### src/rtl/div_reservation_station.sv
// ============================================================================
//  Module   : div_reservation_station (with div_rs_pkg)
//  Brief    : Tag-matching reservation station feeding the integer divider;
//             captures operands from the CDB and issues lowest-index ready slot.
//  Revision : 1.0 - initial release
// ============================================================================
`default_nettype none

package div_rs_pkg;
    typedef struct packed {
        logic is_signed;
        logic is_rem;
    } div_decode_t;
endpackage

module div_reservation_station
    import div_rs_pkg::*;
#(
    parameter int RS_ID_WIDTH = 5,
    parameter int ENTRIES     = 4,
    parameter int RS_ID_BASE  = 0
) (
    input  logic                   clk,
    input  logic                   rst,

    input  logic                   input_valid,
    output logic                   input_ready,
    input  logic                   op1_valid,
    input  logic                   op2_valid,
    input  logic [31:0]            op1_value,
    input  logic [31:0]            op2_value,
    input  logic [RS_ID_WIDTH-1:0] op1_rs_id,
    input  logic [RS_ID_WIDTH-1:0] op2_rs_id,
    input  logic [4:0]             result_reg_addr_in,
    input  div_decode_t            control_in,
    output logic [RS_ID_WIDTH-1:0] alloc_rs_id,

    input  logic                   cdb_valid,
    input  logic [RS_ID_WIDTH-1:0] cdb_rs_id,
    input  logic [31:0]            cdb_result,

    output logic                   output_valid,
    input  logic                   output_ready,
    output logic [RS_ID_WIDTH-1:0] rs_id_out,
    output logic [4:0]             result_reg_addr_out,
    output logic [31:0]            op1_out,
    output logic [31:0]            op2_out,
    output div_decode_t            control_out
);

    localparam int c_IDX_W = (ENTRIES > 1) ? $clog2(ENTRIES) : 1;
    localparam logic [RS_ID_WIDTH-1:0] c_BASE_ID = RS_ID_WIDTH'(RS_ID_BASE);

    logic [ENTRIES-1:0]     r_busy;
    logic [ENTRIES-1:0]     r_op1_v;
    logic [ENTRIES-1:0]     r_op2_v;
    logic [31:0]            r_op1_val [ENTRIES];
    logic [31:0]            r_op2_val [ENTRIES];
    logic [RS_ID_WIDTH-1:0] r_op1_tag [ENTRIES];
    logic [RS_ID_WIDTH-1:0] r_op2_tag [ENTRIES];
    logic [4:0]             r_dst     [ENTRIES];
    div_decode_t            r_ctrl    [ENTRIES];

    logic [ENTRIES-1:0]     w_ready;
    logic                   w_free_any;
    logic [c_IDX_W-1:0]     w_free_idx;
    logic [c_IDX_W-1:0]     w_out_idx;
    logic                   w_dispatch;
    logic                   w_issue;
    logic                   w_byp1;
    logic                   w_byp2;

    // Priority encoders: descending scan leaves the lowest matching index.
    always_comb begin
        w_ready    = '0;
        w_free_any = 1'b0;
        w_free_idx = '0;
        w_out_idx  = '0;
        for (int k = ENTRIES - 1; k >= 0; k--) begin
            w_ready[k] = r_busy[k] & r_op1_v[k] & r_op2_v[k];
            if (!r_busy[k]) begin
                w_free_any = 1'b1;
                w_free_idx = c_IDX_W'(k);
            end
            if (r_busy[k] && r_op1_v[k] && r_op2_v[k]) begin
                w_out_idx = c_IDX_W'(k);
            end
        end
    end

    assign input_ready  = w_free_any;
    assign alloc_rs_id  = c_BASE_ID + RS_ID_WIDTH'(w_free_idx);
    assign output_valid = |w_ready;
    assign w_dispatch   = input_valid & w_free_any;
    assign w_issue      = output_valid & output_ready;
    assign w_byp1       = !op1_valid && cdb_valid && (op1_rs_id == cdb_rs_id);
    assign w_byp2       = !op2_valid && cdb_valid && (op2_rs_id == cdb_rs_id);

    assign rs_id_out           = output_valid ? c_BASE_ID + RS_ID_WIDTH'(w_out_idx) : '0;
    assign result_reg_addr_out = output_valid ? r_dst[w_out_idx]     : '0;
    assign op1_out             = output_valid ? r_op1_val[w_out_idx] : '0;
    assign op2_out             = output_valid ? r_op2_val[w_out_idx] : '0;
    assign control_out         = output_valid ? r_ctrl[w_out_idx]    : '0;

    // The issuing slot is busy at cycle start, so it can never be the dispatch target.
    always_ff @(posedge clk or posedge rst) begin
        if (rst) begin
            r_busy  <= '0;
            r_op1_v <= '0;
            r_op2_v <= '0;
            for (int k = 0; k < ENTRIES; k++) begin
                r_op1_val[k] <= '0;
                r_op2_val[k] <= '0;
                r_op1_tag[k] <= '0;
                r_op2_tag[k] <= '0;
                r_dst[k]     <= '0;
                r_ctrl[k]    <= '0;
            end
        end else begin
            for (int k = 0; k < ENTRIES; k++) begin
                if (w_issue && (w_out_idx == c_IDX_W'(k))) begin
                    r_busy[k]  <= 1'b0;
                    r_op1_v[k] <= 1'b0;
                    r_op2_v[k] <= 1'b0;
                end else if (w_dispatch && (w_free_idx == c_IDX_W'(k))) begin
                    r_busy[k]    <= 1'b1;
                    r_op1_v[k]   <= op1_valid | w_byp1;
                    r_op2_v[k]   <= op2_valid | w_byp2;
                    r_op1_val[k] <= op1_valid ? op1_value : cdb_result;
                    r_op2_val[k] <= op2_valid ? op2_value : cdb_result;
                    r_op1_tag[k] <= op1_rs_id;
                    r_op2_tag[k] <= op2_rs_id;
                    r_dst[k]     <= result_reg_addr_in;
                    r_ctrl[k]    <= control_in;
                end else if (r_busy[k] && cdb_valid) begin
                    if (!r_op1_v[k] && (r_op1_tag[k] == cdb_rs_id)) begin
                        r_op1_v[k]   <= 1'b1;
                        r_op1_val[k] <= cdb_result;
                    end
                    if (!r_op2_v[k] && (r_op2_tag[k] == cdb_rs_id)) begin
                        r_op2_v[k]   <= 1'b1;
                        r_op2_val[k] <= cdb_result;
                    end
                end
            end
        end
    end

endmodule

`default_nettype wire

### config.mk
export PLATFORM = sky130hd
export DESIGN_NAME = div_reservation_station
export DESIGN_NICKNAME = d
export VERILOG_FILES = /design/src/rtl/div_reservation_station.sv
export SDC_FILE = /design/constraint.sdc
export NUM_CORES = 1
export LEC_CHECK = 0
export ABC_AREA = 1
export BUFFER_PORTS_ARGS = -buffer_cell sky130_fd_sc_hd__buf_2
export CAP_MARGIN = 20
export CORE_MARGIN = 10
export CORE_UTILIZATION = 29
export CTS_BUF_LIST = sky130_fd_sc_hd__clkbuf_8
export CTS_CLUSTER_SIZE = 20
export DETAILED_ROUTE_END_ITERATION = 10
export SYNTH_ARGS = -nofsm -noshare
export SYNTH_HDL_FRONTEND = slang
export SYNTH_SLANG_ARGS = --single-unit
export TNS_END_PERCENT = 1
### constraint.sdc
create_clock -name clk -period 13.31 [get_ports clk]
set_clock_uncertainty 0.05 [all_clocks]
set_input_delay 1.9965 -clock clk [delete_from_list [all_inputs] [get_ports clk]]
set_output_delay 1.9965 -clock clk [all_outputs]
set_load 0.05 [all_outputs]
==> insert_results.sql <==
INSERT INTO impl_metrics (metric_group, metric, value, unit) VALUES
('outcome', 'run_status', 'complete, no violations', ''),
('timing', 'post-route-min-period', '6.25', 'ns'),
('logic_synthesis', 'adder_cell_share_of_the_synthesized_area', '0', ''),
('logic_synthesis', 'post_synth_xor_area_fraction', '0.00218', ''),
('cts', 'cts.hold.buffers_added', '0', ''),
('cts', 'h-tree-depth', '2', ''),
('logic_synthesis', 'synth_sequential_area_ratio', '0.419', ''),
('grt', 'grt_start_max_net_pins', '112', ''),
('power', 'p_int', '2.90', 'mW'),
('grt', 'global_route_wire_length_before_repair', '116', 'mm'),
('worst_setup_path', 'reg2reg_slack', '9.25', 'ns'),
('cts', 'path_clk_slew', '0.07', 'ns'),
('floorplan', 'floorplan.initialDensity', '0.292', ''),
('cts', 'clock_latency_late_sink', '0.72', 'ns'),
('place', 'post_dp_cell_area', '21500', 'um2'),
('grt', 'vias_in_the_first_global_route', '19100', ''),
('power', 'clkPwrFrac', '0.184', ''),
('cts', 'clock_sink_count', '336', ''),
('floorplan', 'die-area', '80100', 'um2'),
('power', 'seq_power_share', '0.290', ''),
('final_layout', 'layout_commonest_cell', 'nand2_1', ''),
('drt', 'route.final.wire_length', '76.8', 'mm'),
('final_layout', 'util_after_layout', '0.334', ''),
('cts', 'post_cts_setup_buffer_count', '0', ''),
('power', 'power.static_leakage', '12.4', 'nW'),
('drt', 'route.detailed.wl_per_inst', '19.2', 'um'),
('floorplan', 'floorplan.rows', '96', ''),
('logic_synthesis', 'fraction_of_the_mapped_netlist_area_in_compound_gates', '0.105', ''),
('floorplan', 'core_region', '68600', 'um2'),
('final_layout', 'areaGrowthSynthToFinish', '14.1', '%'),
('cts', 'cts-resized-gates', '0', ''),
('run', 'max-cap-violations', '0', ''),
('logic_synthesis', 'post_synth_instance_area', '20100', 'um2'),
('power', 'design_power_total', '6.09', 'mW'),
('drt', 'via_count', '20000', ''),
('cts', 'tritoncts', 'yes', ''),
('cts', 'max-clock-path-buffers', '3', ''),
('timing', 'timing.setup.tns', '0', 'ns'),
('grt', 'grt_remaining_overflow', '0', ''),
('timing', 'fin_crit_sh', '0.470', ''),
('timing', 'grt_setup_unrepaired', 'false', ''),
('timing', 'hold_violations', '0', ''),
('logic_synthesis', 'synthCells', '2933', ''),
('timing', 'report.final.setup_viol', '0', ''),
('cts', 'cts_buffers', '61', ''),
('timing', 'worst_slew_pin_slew', '1.19', 'ns'),
('logic_synthesis', 'yosysWarningCount', '0', ''),
('timing', 'finalMaxSlewViolations', '0', ''),
('final_layout', 'layout.nets', '3141', ''),
('worst_setup_path', 'critPathRequiredTime', '11.26', 'ns'),
('place', 'hpwl', '46.0', 'mm'),
('drt', 'ant_nets', '0', ''),
('power', 'power_density_over_the_cells', '266', 'nW/um2'),
('logic_synthesis', 'synth_top_family_by_area', 'simple AND/OR/NAND/NOR gates', ''),
('grt', 'groute.layer.met3.usage', '0.0331', ''),
('worst_setup_path', 'critical_path_arrival', '4.20', 'ns'),
('timing', 'achievable-frequency', '160', 'MHz'),
('drt', 'drt_drc_violations_left', '0', ''),
('logic_synthesis', 'synthSimpleGateAreaFrac', '0.338', ''),
('logic_synthesis', 'synthDistinctLibCells', '28', ''),
('worst_hold_path', 'worstHoldPathType', 'flip-flop to flip-flop', ''),
('drt', 'drt_iter0_markers', '1686', ''),
('logic_synthesis', 'post_synth_main_area_contributors', 'dfrtp_1, nand2_1, nand3_1', ''),
('floorplan', 'ioPinCount', '208', ''),
('final_layout', 'final_design_area_no_fill', '22900', 'um2'),
('power', 'switching_power', '3.18', 'mW'),
('floorplan', 'die_h', '283', 'um'),
('power', 'max-vdd-ir-drop', '0.170', 'mV'),
('final_layout', 'share_of_final_layout_standard_cells_stronger_than_drive_strength_1', '0.117', ''),
('grt', 'grt_most_used_layer', 'met2', ''),
('logic_synthesis', 'ys_ff_latch', '336', '');
==> path summary, 6_finish.rpt <==
| check | start | cells after the start | to |
|---|---|---|---|
| max | r_busy[0]$_DFFE_PP0P_ | 9 | op2_out[3] |
| min | r_op1_val[78]$_DFFE_PP0P_ | 2 | r_op1_val[78]$_DFFE_PP0P_ |
| max reg2reg | r_busy[0]$_DFFE_PP0P_ | 8 | r_op2_val[36]$_DFFE_PP0P_ |
| min reg2reg | r_op1_val[78]$_DFFE_PP0P_ | 2 | r_op1_val[78]$_DFFE_PP0P_ |
| max in group asynchronous | rst | 4 | r_op1_val[98]$_DFFE_PP0P_ |
| min in group asynchronous | rst | 2 | r_op1_val[5]$_DFFE_PP0P_ |
==> power groups by stage <==
stage / Combinational, mW / Sequential, mW / Clock [mW]
after floorplan: 2.34 / 1.71 / 0
after global placement: 3.17 / 1.76 / 0
after detailed placement: 3.20 / 1.77 / 0
after CTS: 3.21 / 1.76 / 1.14
after global routing: 3.51 / 1.82 / 1.18
final: 3.20 / 1.77 / 1.12
==> through the flow <==
stage | worst slack [ns] | hold slack (ns) | instances
after floorplan | 1.95 | 0.392 | 2938
after global placement | 7.86 | 0.404 | 3884
after detailed placement | 7.80 | 0.408 | 3884
after CTS | 7.09 | 0.423 | 3997
after global routing | 6.86 | 0.439 | 3998
final | 7.06 | 0.417 | 3998
==> flip-flops by register name, summed over array words and instances, names as in the netlist <==
name       flops
r_busy         4
r_ctrl         8
r_dst         20
r_op1_tag     20
r_op1_v        4
r_op1_val    128
r_op2_tag     20
r_op2_v        4
r_op2_val    128
==> critical path: stages, from the launching register on <==
cell	delay (ns)
dfrtp_1	0.49
nand3_4	0.28
nand2_1	0.23
inv_4	0.50
buf_4	0.82
nand3_1	0.15
nand2_1	0.12
inv_1	0.04
a21oi_1	0.36
buf_2	0.36
==> Yosys cell counts, drive strengths merged <==
library cell / n
nand3: 500
nand4: 4
a21oi: 74
inv: 284
xor2: 5
o21ai: 341
conb: 1
mux2i: 64
nor3: 6
dfrtp: 336
clkbuf: 77
or2: 1
buf: 133
nand2: 1057
o22ai: 2
nor2: 47
o21bai: 1
==> cells by family after synthesis <==
| kind of cell | count (synthesis) |
|---|---|
| AND/OR/NAND/NOR | 1615 |
| XOR/XNOR | 5 |
| multiplexers | 64 |
| buffers and inverters | 494 |
| flip-flops | 336 |
| other | 1 |
| AO/OA/AOI/OAI | 418 |
==> cell type report <==
| class | instances | area (um2) |
|---|---|---|
| antenna | 1 | 2.50 |
| clock buffer | 79 | 1090 |
| clock inverter | 34 | 302 |
| fill | 7516 | 45700 |
| inverter | 284 | 1080 |
| multi-input combinational | 2108 | 9660 |
| sequential | 336 | 8410 |
| tap | 931 | 1160 |
| timing repair buffer | 225 | 1190 |
==> metal layers <==
metal | wire (um) | vias up | part of all wire
met2 | 34900 | 779 | 0.45
met4 | 2370 | 10 | 0.031
met5 | 70 | - | 0.00091
met1 | 34100 | 9532 | 0.44
met3 | 5360 | 137 | 0.070
li1 | - | 9585 | -
Note: power is estimated with default switching activity, not from simulation.
